==> config.mk <==
export PLATFORM = sky130hd
export DESIGN_NAME = shift_add_multiplier_16
export DESIGN_NICKNAME = d
export VERILOG_FILES = /design/src/rtl/shift_add_multiplier_16_pkg.sv /design/src/rtl/adder16_cla.sv /design/src/rtl/shift_add_multiplier_16.sv
export SDC_FILE = /design/constraint.sdc
export NUM_CORES = 1
export LEC_CHECK = 0
export CORE_ASPECT_RATIO = 1.1
export CORE_MARGIN = 4
export CORE_UTILIZATION = 35
export CTS_CLUSTER_SIZE = 40
export DETAILED_ROUTE_END_ITERATION = 10
export PLACE_DENSITY = 0.71
export SYNTH_ARGS = -nofsm -noshare
export SYNTH_HDL_FRONTEND = slang
export SYNTH_SLANG_ARGS = --single-unit
==> constraint.sdc <==
create_clock -name clk -period 2.6 [get_ports clk]
set_input_delay 0.26 -clock clk [delete_from_list [all_inputs] [get_ports clk]]
set_output_delay 0.26 -clock clk [all_outputs]
set_load 0.02 [all_outputs]
==> src/rtl/shift_add_multiplier_16_pkg.sv <==
// Shared constants and state encoding for the shift-and-add multiplier.
package shift_add_multiplier_16_pkg;

    localparam int MUL_WIDTH = 16;
    localparam int MUL_CNT_W = 5;

    typedef enum logic [1:0] {
        ST_IDLE = 2'd0,
        ST_RUN  = 2'd1,
        ST_DONE = 2'd2
    } mul_state_e;

endpackage

==> src/rtl/adder16_cla.sv <==
// 16-bit carry-lookahead adder: four 4-bit lookahead groups joined by a
// second-level group lookahead. Purely combinational.
module adder16_cla (
    input  logic [15:0] A,
    input  logic [15:0] B,
    input  logic        Cin,
    output logic [15:0] S,
    output logic        Cout
);

    logic [15:0] g_s;
    logic [15:0] p_s;
    logic [3:0]  gg_s;
    logic [3:0]  gp_s;
    logic [4:0]  gc_s;
    logic [15:0] c_s;

    assign g_s = A & B;
    assign p_s = A ^ B;

    // Group generate/propagate, group carries, then in-group carries and sum.
    always_comb begin
        c_s = 16'h0000;
        for (int k = 0; k < 4; k++) begin
            gg_s[k] = g_s[4*k+3]
                    | (p_s[4*k+3] & g_s[4*k+2])
                    | (p_s[4*k+3] & p_s[4*k+2] & g_s[4*k+1])
                    | (p_s[4*k+3] & p_s[4*k+2] & p_s[4*k+1] & g_s[4*k]);
            gp_s[k] = p_s[4*k+3] & p_s[4*k+2] & p_s[4*k+1] & p_s[4*k];
        end
        gc_s[0] = Cin;
        gc_s[1] = gg_s[0] | (gp_s[0] & gc_s[0]);
        gc_s[2] = gg_s[1] | (gp_s[1] & gg_s[0]) | (gp_s[1] & gp_s[0] & gc_s[0]);
        gc_s[3] = gg_s[2] | (gp_s[2] & gg_s[1]) | (gp_s[2] & gp_s[1] & gg_s[0])
                | (gp_s[2] & gp_s[1] & gp_s[0] & gc_s[0]);
        gc_s[4] = gg_s[3] | (gp_s[3] & gg_s[2]) | (gp_s[3] & gp_s[2] & gg_s[1])
                | (gp_s[3] & gp_s[2] & gp_s[1] & gg_s[0])
                | (gp_s[3] & gp_s[2] & gp_s[1] & gp_s[0] & gc_s[0]);
        for (int k = 0; k < 4; k++) begin
            c_s[4*k]   = gc_s[k];
            c_s[4*k+1] = g_s[4*k] | (p_s[4*k] & gc_s[k]);
            c_s[4*k+2] = g_s[4*k+1] | (p_s[4*k+1] & g_s[4*k])
                       | (p_s[4*k+1] & p_s[4*k] & gc_s[k]);
            c_s[4*k+3] = g_s[4*k+2] | (p_s[4*k+2] & g_s[4*k+1])
                       | (p_s[4*k+2] & p_s[4*k+1] & g_s[4*k])
                       | (p_s[4*k+2] & p_s[4*k+1] & p_s[4*k] & gc_s[k]);
        end
    end

    assign S    = p_s ^ c_s;
    assign Cout = gc_s[4];

endmodule

==> src/rtl/shift_add_multiplier_16.sv <==
// Sequential unsigned multiplier: one add-and-shift step per clock through the
// shared 16-bit CLA; start/done handshake with fixed WIDTH-edge latency.
module shift_add_multiplier_16
    import shift_add_multiplier_16_pkg::*;
#(
    parameter int WIDTH = MUL_WIDTH
) (
    input  logic                 clk,
    input  logic                 rst,
    input  logic                 start,
    input  logic [WIDTH-1:0]     a,
    input  logic [WIDTH-1:0]     b,
    output logic                 busy,
    output logic                 done,
    output logic [2*WIDTH-1:0]   product
);

    localparam int CNT_W = $clog2(WIDTH) + 1;
    localparam logic [CNT_W-1:0] LAST_CNT = CNT_W'(WIDTH - 1);

    mul_state_e          state_r;
    mul_state_e          state_s;
    logic                accept_s;
    logic                last_s;
    logic [CNT_W-1:0]    count_r;
    logic [WIDTH:0]      acc_r;
    logic [WIDTH-1:0]    mq_r;
    logic [WIDTH-1:0]    mcand_r;
    logic [2*WIDTH-1:0]  product_r;
    logic                busy_r;
    logic                done_r;
    logic [WIDTH-1:0]    addend_s;
    logic [WIDTH-1:0]    sum_s;
    logic                cout_s;

    assign addend_s = mq_r[0] ? mcand_r : {WIDTH{1'b0}};
    assign last_s   = (count_r == LAST_CNT);

    adder16_cla u_adder (
        .A    (acc_r[WIDTH-1:0]),
        .B    (addend_s),
        .Cin  (1'b0),
        .S    (sum_s),
        .Cout (cout_s)
    );

    // Next-state decode; DONE may accept a new request back-to-back.
    always_comb begin
        state_s  = state_r;
        accept_s = 1'b0;
        case (state_r)
            ST_IDLE: begin
                if (start) begin
                    state_s  = ST_RUN;
                    accept_s = 1'b1;
                end else begin
                    state_s  = ST_IDLE;
                end
            end
            ST_RUN: begin
                if (last_s) begin
                    state_s = ST_DONE;
                end else begin
                    state_s = ST_RUN;
                end
            end
            ST_DONE: begin
                if (start) begin
                    state_s  = ST_RUN;
                    accept_s = 1'b1;
                end else begin
                    state_s  = ST_IDLE;
                end
            end
            default: begin
                state_s = ST_IDLE;
            end
        endcase
    end

    // State register.
    always_ff @(posedge clk) begin
        if (rst) begin
            state_r <= ST_IDLE;
        end else begin
            state_r <= state_s;
        end
    end

    // Operand capture, add-and-shift iteration and result register.
    always_ff @(posedge clk) begin
        if (rst) begin
            mcand_r   <= {WIDTH{1'b0}};
            mq_r      <= {WIDTH{1'b0}};
            acc_r     <= {(WIDTH+1){1'b0}};
            count_r   <= {CNT_W{1'b0}};
            product_r <= {(2*WIDTH){1'b0}};
        end else if (accept_s) begin
            mcand_r <= a;
            mq_r    <= b;
            acc_r   <= {(WIDTH+1){1'b0}};
            count_r <= {CNT_W{1'b0}};
        end else if (state_r == ST_RUN) begin
            // {acc, mq} <= {cout, sum, mq} >> 1
            acc_r   <= {1'b0, cout_s, sum_s[WIDTH-1:1]};
            mq_r    <= {sum_s[0], mq_r[WIDTH-1:1]};
            count_r <= count_r + CNT_W'(1);
            if (last_s) begin
                product_r <= {cout_s, sum_s, mq_r[WIDTH-1:1]};
            end
        end
    end

    // Status flags registered from the next state so they track state_r.
    always_ff @(posedge clk) begin
        if (rst) begin
            busy_r <= 1'b0;
            done_r <= 1'b0;
        end else begin
            busy_r <= (state_s == ST_RUN);
            done_r <= (state_s == ST_DONE);
        end
    end

    assign busy    = busy_r;
    assign done    = done_r;
    assign product = product_r;

endmodule

==> results.md <==
- Status: complete, no violations
- Final period util: 94.3%
- Clk_lat worst skew: 0.34 ns
- Sequential-to-total area share from yosys stat: 45.0%
- Finish-stage setup viols: 0
- First drt pass iteration count: 5
- Leakage: 1.96 nW
- Post-Synthesis Net Count: 530
- Share of cells above drive strength 1: 8.30%
- Initial cell density of the core: 35.9%
- Critical Path End Type: flop
- WHS Path Cells: 2
- Routability Congestion: 0.824
- H-tree depth: 3
- CTS tree: built
- Initial antenna violation count: 0
- Pwr Total: 0.00306 W
- Pwr per Cell Area: 597 nW/um^2
- Remaining DRCs: 0
- Total Wirelength: 10100 um
- Hold WC Path Type: in2reg
- Worst Hold Path EP: mcand_r[9]
- Maximum fanout along the worst path: 14
- Flop2flop setup slack: 0.15 ns
- Number of hold violations in the final report: 0
- Pint: 0.00232 W
- Largest family of logic cells by synthesized area: simple AND/OR/NAND/NOR gates
- Critical path required time: 2.82 ns
- Initial drt markers: 218
- Seq cells post-synth: 89
- Max VDD drop: 0.345 mV
- Clock Path Buffers: 2
- Largest net degree at the start of global routing: 35
- Fmax: 408 MHz
- Nets: 594
- Finished Cell Area: 5130 sq um
- Crit path launch: mq_r[0]
- Worst reg-to-reg path cell count: 9
- Sw Pwr: 0.000740 W
- CTS clk-pin slew, worst paths: 0.06 ns
- Std-Cell Core Area: 11000 sq um
- Skew final: 0.00623 ns
- Post-synth top area cell: dfxtp_1
- R2r endpoint: product[30]
- Synth Area in Simple Gates: 24.2%
- Number of port buffers: 68
- Hold wc startpoint: rst
- Clock power frac: 42.9%
- WS Path Type: reg2reg
- Die Y: 119 um
- Tightest Pin Transition: 0.576 ns
- Die width: 109 um
- Top-area cell type share of the netlist area: 45.0%
- Cells after synthesis: 473
- Synth top area cells: dfxtp_1 45%, nand2_1 9.5%, a21oi_1 6.8%
- Num CTS Buffers: 9
- Setup TNS: 0 ns
- Synth warnings: 0
- Max Slew Vio Count: 0
- Netlist Area Pre-Place: 3960 sq um
- Reg area: 1790 sq um
- Vias in the first global route: 3563
- HPWL Detailed: 7430 um
- Post-layout util: 46.6%
- Max cap viols: 0
- Mux share of post-synthesis cell area: 0%
- DRT antenna net count: 0
- Via Count: 3580
- Sequential Power Share: 47.6%
- Post-DP Area: 4820 sq um
- Worst r2r src: mq_r[0]
- Vias per inst: 5.20
- CP Data Arrival Time: 2.68 ns
- Number of filler cells placed in the layout: 1077
- Multi-input gate area: 2040 sq um
- CTS sink count: 89
- RSZ-0062 raised after global routing: false
- Post-synthesis compound-gate area fraction: 17.4%
- Row cnt: 40
- Sw Ratio: 24.1%
- DR WL/cell: 14.6 um
- Kind of start point of the critical path: flop
- First-pass GRT wire length: 16700 um
- Netlist cell types: 42
- IO Pins: 69
- Post-Synth XOR/XNOR Area: 2.21%
- Antenna cell count: 0
- Die ar.: 13100 sq um
- Area grow syn2layout: 29.8%
- Slew headroom: 61.4%
- Comb power frac: 9.5%
- Total gr overflow: 0
- Mapped Avg Cell Area: 8.36 sq um
- Period minus WS final: 2.45 ns
- Gr usage total: 15.9%
- Root Driver: clkbuf_16
- Post-Synth Adder-Cell Area: 7.72%
## flip-flops by register name, summed over array words and instances (netlist names)
signal	flops
busy	1
acc_r	16
done	1
count_r	5
mcand_r	16
state_r	2
product	32
mq_r	16
## synth_stat cells (all sizes together)
cell	number
o22ai	16
inv	3
a21oi	55
and2	17
a31oi	3
o21ai	5
ha	18
clkbuf	27
nor2b	2
nand3	12
o31a	1
nor4	2
nand4	5
nand2b	3
nor4b	3
a2111oi	1
nor2	39
xor2	4
nand2	100
buf	5
and3	1
and4	2
nor3	18
a21o	3
xnor2	6
or4	6
or2b	1
a41oi	1
o22a	1
a211oi	12
fa	4
clkinv	1
o21a	3
o31ai	2
a311o	2
dfxtp	89
## final cells by class
cell class | count | area share, %
inverters | 4 | 0.292
clock inverters | 5 | 1.24
repair buffers | 85 | 15.6
flip-flops and latches | 89 | 34.8
well taps | 147 | 3.58
multi-input cells | 348 | 39.7
clock buffers | 11 | 4.73
## routing by layer
layer	GRT usage, %	share of wire, %	up-vias
li1	-	-	1762
met1	18.8	42	1691
met2	27.6	50	100
met3	3.71	5.4	27
met4	6.00	2.5	0
met5	0	0	-
## cells by family after synthesis
group | after synthesis
xor+xnor | 10
fa+ha+maj | 22
compound gates | 105
simple gates | 211
flops | 89
buf+inv | 36
## power groups by stage
stage | clock (W) | combinational [W] | sequential, W
2_1_floorplan | 0 | 0.000180 | 0.00148
3_3_place_gp | 0 | 0.000280 | 0.00149
3_5_place_dp | 0 | 0.000290 | 0.00149
4_1_cts | 0.00134 | 0.000292 | 0.00146
5_1_grt | 0.00139 | 0.000324 | 0.00146
6_report | 0.00131 | 0.000292 | 0.00146
## repair_timing
item                       in CTS  in global routing
hold buffers                    0                  0
setup buffers                   0                  0
gates resized for setup         0                  2
setup endpoints to repair       0                 10
## how the worst max path moves through the flow
stage | to | cells after the start
final | product[30] | 9
after global routing | product[28] | 9
after CTS | product[28] | 9
after detailed placement | product[28] | 9
after global placement | acc_r[12] | 9
after floorplan | acc_r[14] | 9
## per-stage QoR
| step | instances | setup WS, ns | hold slack [ns] |
|---|---|---|---|
| 6_report | 689 | 0.149 | 0.193 |
| 3_5_place_dp | 673 | 0.0255 | 0.445 |
| 4_1_cts | 689 | 0.00870 | 0.187 |
| 2_1_floorplan | 473 | 0.154 | 0.396 |
| 3_3_place_gp | 673 | 0.129 | 0.442 |
| 5_1_grt | 689 | 0.0284 | 0.203 |
## cells in the final DEF, fill, tap and decap left out, types with 2 or more instances in the layout
cell type,count
xnor2_1,6
ha_1,18
nor2_1,39
and2_1,17
clkbuf_16,9
inv_1,3
fa_1,4
o21a_1,2
nand2b_1,3
a31oi_1,2
nand2_1,100
nand4_1,5
nor4_1,2
nor4b_1,3
a21oi_1,54
and4_1,2
buf_4,17
a211oi_1,12
or4_1,6
clkdlybuf4s50_1,67
a311o_2,2
xor2_1,4
dfxtp_1,88
o21ai_0,3
nand3_1,12
o22ai_1,16
clkinv_4,2
nor3_1,18
a21o_1,3
## worst max-delay path, cell delays in order (launching register included)
cell and delay (ns):
dfxtp_4 0.39, and2_1 0.18, ha_1 0.39, nor3_1 0.08, buf_4 0.15, a2111oi_4 0.38
o22a_1 0.21, o31a_2 0.19, nor4b_1 0.07, a311o_2 0.31
(Power assumes the default switching activity.)
